==> src/rtl/program_sequencer.sv <==
// PC sequencer: IDLE/RUN/DONE control, sequential or branch advance on nextIns, saturating retire count.
// Optional SEQ_WATCHDOG_EN builds a no-progress watchdog that forces DONE and raises timeout.
module program_sequencer #(
  parameter int              PC_W        = 10,
  parameter logic [PC_W-1:0] START_ADDR  = '0,
  parameter logic [PC_W-1:0] LAST_ADDR   = '1,
  parameter int              CNT_W       = 16,
  parameter int              WDOG_CYCLES = 64
) (
  input  logic             clock,
  input  logic             reset,
  input  logic             start,
  input  logic             nextIns,
  input  logic             branchTaken,
  input  logic [PC_W-1:0]  branchTarget,
  input  logic             haltReq,
  output logic [PC_W-1:0]  pc,
  output logic             fetchEn,
  output logic             running,
  output logic             done,
  output logic [CNT_W-1:0] insCount,
  output logic             timeout
);

  typedef enum logic [1:0] {IDLE = 2'd0, RUN = 2'd1, DONE = 2'd2} state_t;

  state_t           state_q, state_d;
  logic [PC_W-1:0]  pc_q, pc_d;
  logic [CNT_W-1:0] cnt_q, cnt_d;
  logic             fetch_q, fetch_d;
  logic             running_q, running_d;
  logic             done_q, done_d;
  logic             timeout_q, timeout_d;

`ifdef SEQ_WATCHDOG_EN
  localparam int WDOG_W = $clog2(WDOG_CYCLES + 1);
  logic [WDOG_W-1:0] wdog_q, wdog_d;
`endif

  always_comb begin
    state_d   = state_q;
    pc_d      = pc_q;
    cnt_d     = cnt_q;
    fetch_d   = 1'b0;
    timeout_d = timeout_q;
`ifdef SEQ_WATCHDOG_EN
    wdog_d    = wdog_q;
`endif
    case (state_q)
      IDLE, DONE: begin
        if (start) begin
          state_d   = RUN;
          pc_d      = START_ADDR;
          cnt_d     = '0;
          fetch_d   = 1'b1;
          timeout_d = 1'b0;
`ifdef SEQ_WATCHDOG_EN
          wdog_d    = '0;
`endif
        end
      end
      RUN: begin
        if (nextIns) begin
          if (cnt_q != {CNT_W{1'b1}}) cnt_d = cnt_q + 1'b1;
`ifdef SEQ_WATCHDOG_EN
          wdog_d = '0;
`endif
          if (haltReq) begin
            state_d = DONE;
          end else if (pc_q == LAST_ADDR && !branchTaken) begin
            state_d = DONE;
          end else if (branchTaken) begin
            pc_d    = branchTarget;
            fetch_d = 1'b1;
          end else begin
            pc_d    = pc_q + 1'b1;
            fetch_d = 1'b1;
          end
        end
`ifdef SEQ_WATCHDOG_EN
        // Firing on the count that would reach WDOG_CYCLES keeps the limit in cycles, not cycles+1.
        else if (wdog_q == WDOG_W'(WDOG_CYCLES - 1)) begin
          state_d   = DONE;
          timeout_d = 1'b1;
          wdog_d    = WDOG_W'(WDOG_CYCLES);
        end else begin
          wdog_d = wdog_q + 1'b1;
        end
`endif
      end
      default: state_d = IDLE;
    endcase
    running_d = (state_d == RUN);
    done_d    = (state_d == DONE);
  end

  always_ff @(posedge clock or posedge reset) begin
    if (reset) begin
      state_q   <= IDLE;
      pc_q      <= START_ADDR;
      cnt_q     <= '0;
      fetch_q   <= 1'b0;
      running_q <= 1'b0;
      done_q    <= 1'b0;
      timeout_q <= 1'b0;
    end else begin
      state_q   <= state_d;
      pc_q      <= pc_d;
      cnt_q     <= cnt_d;
      fetch_q   <= fetch_d;
      running_q <= running_d;
      done_q    <= done_d;
      timeout_q <= timeout_d;
    end
  end

`ifdef SEQ_WATCHDOG_EN
  always_ff @(posedge clock or posedge reset) begin
    if (reset) wdog_q <= '0;
    else       wdog_q <= wdog_d;
  end
  assign timeout = timeout_q;
`else
  assign timeout = 1'b0;
`endif

  assign pc       = pc_q;
  assign fetchEn  = fetch_q;
  assign running  = running_q;
  assign done     = done_q;
  assign insCount = cnt_q;

endmodule

==> config.mk <==
export PLATFORM = sky130hd
export DESIGN_NAME = program_sequencer
export DESIGN_NICKNAME = d
export VERILOG_FILES = /design/src/rtl/program_sequencer.sv
export SDC_FILE = /design/constraint.sdc
export NUM_CORES = 1
export LEC_CHECK = 0
export ABC_AREA = 1
export BUFFER_PORTS_ARGS = -buffer_cell sky130_fd_sc_hd__clkbuf_2
export CORE_ASPECT_RATIO = 0.75
export CORE_MARGIN = 2
export CORE_UTILIZATION = 35
export CTS_CLUSTER_SIZE = 40
export DETAILED_ROUTE_END_ITERATION = 16
export SYNTH_ARGS = -nofsm -noshare
export SYNTH_HDL_FRONTEND = slang
export SYNTH_SLANG_ARGS = --single-unit
==> constraint.sdc <==
create_clock -name clock -period 4.15 [get_ports clock]
set_input_delay 0.2075 -clock clock [delete_from_list [all_inputs] [get_ports clock]]
set_output_delay 0.2075 -clock clock [all_outputs]
set_load 0.03 [all_outputs]
==> results of run 1 <==
## final cells by class
cell class	instances	area, um2	share of cell area [%]
clock buffer	7	76.3	3.25
clock inverter	1	5.00	0.213
inverter	29	109	4.63
multi-input combinational	227	1050	44.8
sequential	31	776	33.0
tap	75	93.8	3.99
timing repair buffer	46	238	10.1
## power breakdown
group	leakage [nW]	internal (mW)	total, mW	switching, mW
registers	0.419	0.367	0.448	0.0808
clock network	0.0422	0.118	0.232	0.115
logic	0.719	0.122	0.458	0.336
## metrics by stage
stage          util [%]  power [mW]  cell area, um2  hold WS (ns)
6_report           43.2        1.14            2350         0.134
5_1_grt            43.2        1.22            2350         0.139
4_1_cts            43.2        1.15            2350         0.126
3_5_place_dp       41.5       0.913            2260         0.299
3_3_place_gp       41.5       0.910            2260         0.296
2_1_floorplan         -       0.807            2000         0.294
## path summary, 6_finish.rpt
path / end / slack [ns] / startpoint
max: insCount[8]$_DFFE_PP0P_ / 2.08 / insCount[0]$_DFFE_PP0P_
min: done$_DFF_PP0_ / 0.13 / start
max reg2reg: insCount[8]$_DFFE_PP0P_ / 2.08 / insCount[0]$_DFFE_PP0P_
min reg2reg: done$_DFF_PP0_ / 0.51 / state_q[0]$_DFF_PP0_
max in group asynchronous: insCount[13]$_DFFE_PP0P_ / 3.32 / reset
min in group asynchronous: insCount[2]$_DFFE_PP0P_ / 0.52 / reset
## logic make-up after synthesis
logic type | Yosys count
buffers and inverters | 38
flip-flops | 31
AND/OR/NAND/NOR | 189
AO/OA/AOI/OAI | 29
adder cells (fa/ha/maj) | 2
other | 1
XOR/XNOR | 6
## critical path: stages, from the launching register on
cell and delay, ns:
dfrtp_1 0.46, ha_1 0.29, nand3_2 0.16, nor2_4 0.15, nand2_1 0.06, nor2_1 0.09
nand2_1 0.07, nand2_2 0.36, inv_1 0.17, nand2_1 0.10, nand2_1 0.05
## sequential cells by signal (all words and copies together) (netlist names)
| signal | cells |
|---|---|
| done | 1 |
| state_q | 2 |
| pc | 10 |
| fetchEn | 1 |
| insCount | 16 |
| running | 1 |
## layout by cell type, fill, tap and decap left out, types with 3 or more instances in the layout
cell,Yosys,final
or2_2,3,3
nand3_1,26,26
inv_1,29,29
o21ai_0,22,22
xor2_1,5,5
nor2_1,33,33
nand2_2,3,3
nand4_1,8,8
clkbuf_8,0,5
dfrtp_1,31,31
clkbuf_2,0,44
nand2_1,106,106
nor3_1,3,3
## timing repair
item	in CTS	in global routing
hold endpoints to repair	23	0
setup buffers	0	0
hold buffers	1	0
endpoints found under the setup margin	0	0
## layer usage
metal  routed length (um)  share of wire [%]  vias to the layer above  track usage, %
li1                     -                  -                     1032               -
met1                 2580                 53                      871            24.5
met2                 1980                 41                       45            22.2
met3                  278                5.7                        5            4.13
met4                   49                1.0                        0            5.39
met5                    0                  0                        -               0
==> metrics.md, run 1 <==
| Metric | Value |
|---|---|
| Status | `finished clean` |
| Cell Rows | `23` |
| Cell Area, Synth | `between 0.0015 and 0.002 mm2` |
| Antenna violations before repair | `0` |
| CTS tree | `yes` |
| Vias | `roughly 2000` |
| Slew HR | `between 60 and 70%` |
| Top-Level Pins | `46` |
| XOR/XNOR Fraction of Synth Area | `about 2.6%` |
| Total grt overflow | `0` |
| Compound-cell area share of the yosys netlist | `around 7.9%` |
| Initial core utilization | `a little under two fifths` |
| Final-stage net count | `about 360` |
| Pre-CTS WS | `between 2 and 2.5 ns` |
| Port bufs | `44` |
| # setup viols final | `0` |
| Mux share of post-synthesis cell area | `0%` |
| GPL Wtd Cong | `0.860` |
| Max-slew violation count | `0` |
| Final Skew | `about 0.0086 ns` |
| F_max | `~0.48 GHz` |
| Chip width | `a little over 90 um` |
| Worst IR Drop VDD | `around 0.22 mV` |
| Synthesized Nets | `314` |
| Netlist cell types | `27` |
| Max Cap Viol | `0` |
| Most frequent cell after synthesis | `nand2_1` |
| Mapped Cells | `~300` |
| Htree depth | `2` |
| Worst Path Max Fanout | `29` |
| WL per Instance | `around 12 um` |
| Post-synth top area share | `just under 40%` |
| Core ar. | `around 0.0054 mm2` |
| Flop and latch count out of synthesis | `31` |
| Drt drc | `0` |
| Main combinational cell family by area after synthesis | `simple AND/OR/NAND/NOR gates` |
| Vias in the first global route | `approximately 1800` |
| CTS Buffer Depth | `2` |
| Area leader, netlist | `dfrtp_1` |
| Clock-pin transition on the worst setup and hold timing paths | `~0.07 ns` |
| Post-synth top flop | `dfrtp_1` |
| First-pass GRT wire length | `~8300 um` |
| Worst slew pin tran | `around 0.58 ns` |
| CTS resizes | `0` |
| Post-route ant nets | `0` |
| Die Ht | `~70 um` |
| Share of layout cells above drive strength 1 | `a little under a fifth` |
| # diodes | `0` |
| Critical path class | `register to register` |
| Final hold vios | `0` |
| Post-route insts no fill | `416` |
| Root buf cell | `clkbuf_8` |
| Worst setup margin | `2.08 ns` |
| Tmin final | `2.07 ns` |
| Critical Path Start Type | `register` |
| Commonest cells in the synthesized netlist | `nand2_1, nor2_1, dfrtp_1` |
| Synth area leaders | `dfrtp_1, nand2_1, nand3_1, nor2_1, o21ai_0` |
| Unrepaired setup endpoints after global routing | `false` |
| Final wirelength | `approximately 4900 um` |
| Critical Path RT | `4.32 ns` |
| Hold depth | `2` |
| Die Footprint | `0.00634 mm2` |
| Post-synthesis sequential area ratio | `between 30% and 40%` |
| Simple-Gate Fraction of Synth Area | `a little over 40%` |
| Fill cells | `564` |
| Post-synth EDFFs | `0` |
| Fin crit share | `49.8%` |
| Setup TNS | `0 ns` |
| Total power per unit cell area | `~480 mW/mm2` |
| Clk sink count | `31` |
| GRT Total Usage | `16.2%` |
| Leak | `roughly 1.2 nW` |
| Largest net degree at the start of global routing | `32` |
| R2R cell count | `10` |
| Hold Path Class | `input port to register` |
| WP data arrival | `between 2 and 2.5 ns` |
| Adder-Cell Fraction of Synth Area | `around 1.3%` |
| Critical Path End Type | `register` |
| Placed insts | `about 410` |
| Total CTS buffers | `5` |
| First DRT Iteration DRCs | `136` |
| Number of synthesis warnings | `0` |
| Insertion delay to the later sink of the worst-skew pair | `about 0.28 ns` |
| Async S/R FF share, synth | `100%` |
| DR vias/cell | `4.69` |
| Syn_area_per_cell | `~6.8 um2` |
| Area growth syn-to-layout | `17.5%` |
| Drt pass-1 iters | `4` |
| HPWL after DPL | `about 3600 um` |
No activity file was read; power rests on OpenSTA's default activity.
==> run 2: changes to the inputs <==
clock period = 1.9 ns   (was 4.15 ns; I/O delays follow)
==> metrics.md, run 2 (synthesized netlist as in run 1, its figures left out) <==
| Metric | Value |
|---|---|
| Worst IR Drop VDD | `approximately 0.45 mV` |
| Htree depth | `2` |
| Slowest cell on crit path | `dfrtp_1` |
| Cell Rows | `23` |
| Post-route ant nets | `0` |
| Critical Path Start Type | `register` |
| Critical path class | `register to register` |
| First-pass GRT wire length | `just under 9000 um` |
| First DRT Iteration DRCs | `roughly 140` |
| Critical Path End Type | `register` |
| Share of layout cells above drive strength 1 | `20.9%` |
| Initial core utilization | `36.8%` |
| Crit path top cell by count | `nand2_1` |
| Total power per unit cell area | `1090 mW/mm2` |
| R2R cell count | `10` |
| Area growth syn-to-layout | `21.8%` |
| CTS resizes | `0` |
| Design area | `approximately 0.0024 mm2` |
| Slowest cell delay on critical path | `approximately 0.4 ns` |
| R2r endpoint | `insCount[0]$_DFFE_PP0P_` |
| CTS Buffer Depth | `2` |
| Critical Path RT | `around 2.1 ns` |
| Core ar. | `about 0.0054 mm2` |
| Worst r2r src | `insCount[1]$_DFFE_PP0P_` |
| Final wirelength | `a little over 5000 um` |
| Die Footprint | `between 0.006 and 0.007 mm2` |
| Overall Power | `2.65 mW` |
| Worst Path Max Fanout | `14` |
| Chip width | `91.3 um` |
| GPL Wtd Cong | `0.859` |
| Total CTS buffers | `5` |
| Vias in the first global route | `approximately 1800` |
| DR vias/cell | `between 4 and 5` |
| Fin crit share | `roughly 91%` |
| Hold Path Class | `input port to register` |
| Top-Level Pins | `46` |
| # diodes | `0` |
| Vias | `2005` |
| Leak | `between 1 and 1.5 nW` |
| Clk sink count | `31` |
| Final-stage net count | `~370` |
| WP data arrival | `approximately 1.9 ns` |
| Root buf cell | `clkbuf_8` |
| Most frequent cells in the layout | `nand2_1, clkbuf_2, nor2_1, dfrtp_1, inv_1` |
| Status | `finished clean` |
| Max-slew violation count | `0` |
| WL per Instance | `approximately 12 um` |
| Tmin final | `about 1.7 ns` |
| Total grt overflow | `0` |
| # setup viols final | `0` |
| Port bufs | `44` |
| Final hold vios | `0` |
| Drt drc | `0` |
| HP Start | `start` |
| Largest net degree at the start of global routing | `32` |
| Max reg flops | `16` |
| Max Cap Viol | `0` |
| Antenna violations before repair | `0` |
| CTS tree | `yes` |
| Clock-pin transition on the worst setup and hold timing paths | `0.07 ns` |
| F_max | `0.577 GHz` |
| Commonest non-fill, non-tap cell in the layout | `nand2_1` |
| HPWL after DPL | `3910 um` |
| Fill cells | `slightly below 600` |
| End of the worst hold path | `done$_DFF_PP0_` |
| Hold depth | `2` |
| Drt pass-1 iters | `4` |
| Unrepaired setup endpoints after global routing | `false` |
| Insertion delay to the later sink of the worst-skew pair | `roughly 0.28 ns` |
| Final Skew | `~0.0076 ns` |
| GRT Total Usage | `about 17%` |
| Die Ht | `roughly 69 um` |
| R2R setup slack | `around 0.17 ns` |
| Critical-path cell list | `ha_1, nand3_2, nor2_4, nand2_1, nor2_1, nand2_1, nand2_2, buf_4, nand2_1, o21ai_0` |
| Area after DPL | `around 0.0023 mm2` |
| Setup TNS | `0 ns` |
run 2: area by class of cell:
class	count	area [um2]	share of cell area, %
Timing Repair Buffer	55	305	12.5
Multi-Input combinational cell	227	1050	43.2
Clock buffer	8	100	4.11
Inverter	29	109	4.47
Sequential cell	31	776	31.8
Tap cell	75	93.8	3.85
run 2: report_power, final:
group / internal, mW / switching, mW / leakage (nW)
sequential: 0.802 / 0.167 / 0.419
combinational: 0.337 / 0.776 / 0.764
clock: 0.330 / 0.233 / 0.0515
total: 1.47 / 1.18 / 1.23
run 2: worst max-delay path: cells and delay by family, from the launching register on:
kind                       cells  cell delay [ns]
and+or+nand+nor                7             0.65
adders and majority gates      1             0.27
AOI/OAI and AO/OA              1             0.10
DFF                            1             0.41
buffers and inverters          1             0.19
run 2: worst max-delay path by stage:
stage                                  from  slack, ns                       end
floorplan           insCount[0]$_DFFE_PP0P_       0.08   insCount[2]$_DFFE_PP0P_
global placement    insCount[1]$_DFFE_PP0P_       0.28   insCount[9]$_DFFE_PP0P_
detailed placement  insCount[1]$_DFFE_PP0P_       0.20   insCount[0]$_DFFE_PP0P_
CTS                 insCount[1]$_DFFE_PP0P_       0.19   insCount[0]$_DFFE_PP0P_
global route        insCount[1]$_DFFE_PP0P_      0.006  insCount[12]$_DFFE_PP0P_
finish              insCount[1]$_DFFE_PP0P_       0.17   insCount[0]$_DFFE_PP0P_
run 2: repair_timing:
| item | 4_1_cts | 5_1_grt |
|---|---|---|
| hold endpoints to repair | 31 | 0 |
| setup endpoints to repair | 0 | 0 |
| hold buffers | 1 | 0 |
| setup buffers | 0 | 0 |
run 2: per-stage QoR:
| stage | utilization, % | worst slack (ns) | hold WS (ns) | std cells |
|---|---|---|---|---|
| final | 44.8 | 0.167 | 0.0197 | 425 |
| after global routing | 44.8 | 0.00628 | 0.0225 | 425 |
| after CTS | 44.8 | 0.191 | 0.0116 | 425 |
| after detailed placement | 42.8 | 0.205 | 0.184 | 416 |
| after global placement | 42.8 | 0.278 | 0.182 | 416 |
| after floorplan | - | 0.0795 | 0.181 | 296 |
run 2: per-layer routing:
metal	global-route usage (%)	share of wire (%)	vias up
met2	23.4	41	56
met3	4.24	5.2	6
li1	-	-	1046
met1	26.2	52	897
met4	5.56	1.3	0
met5	0	0	-
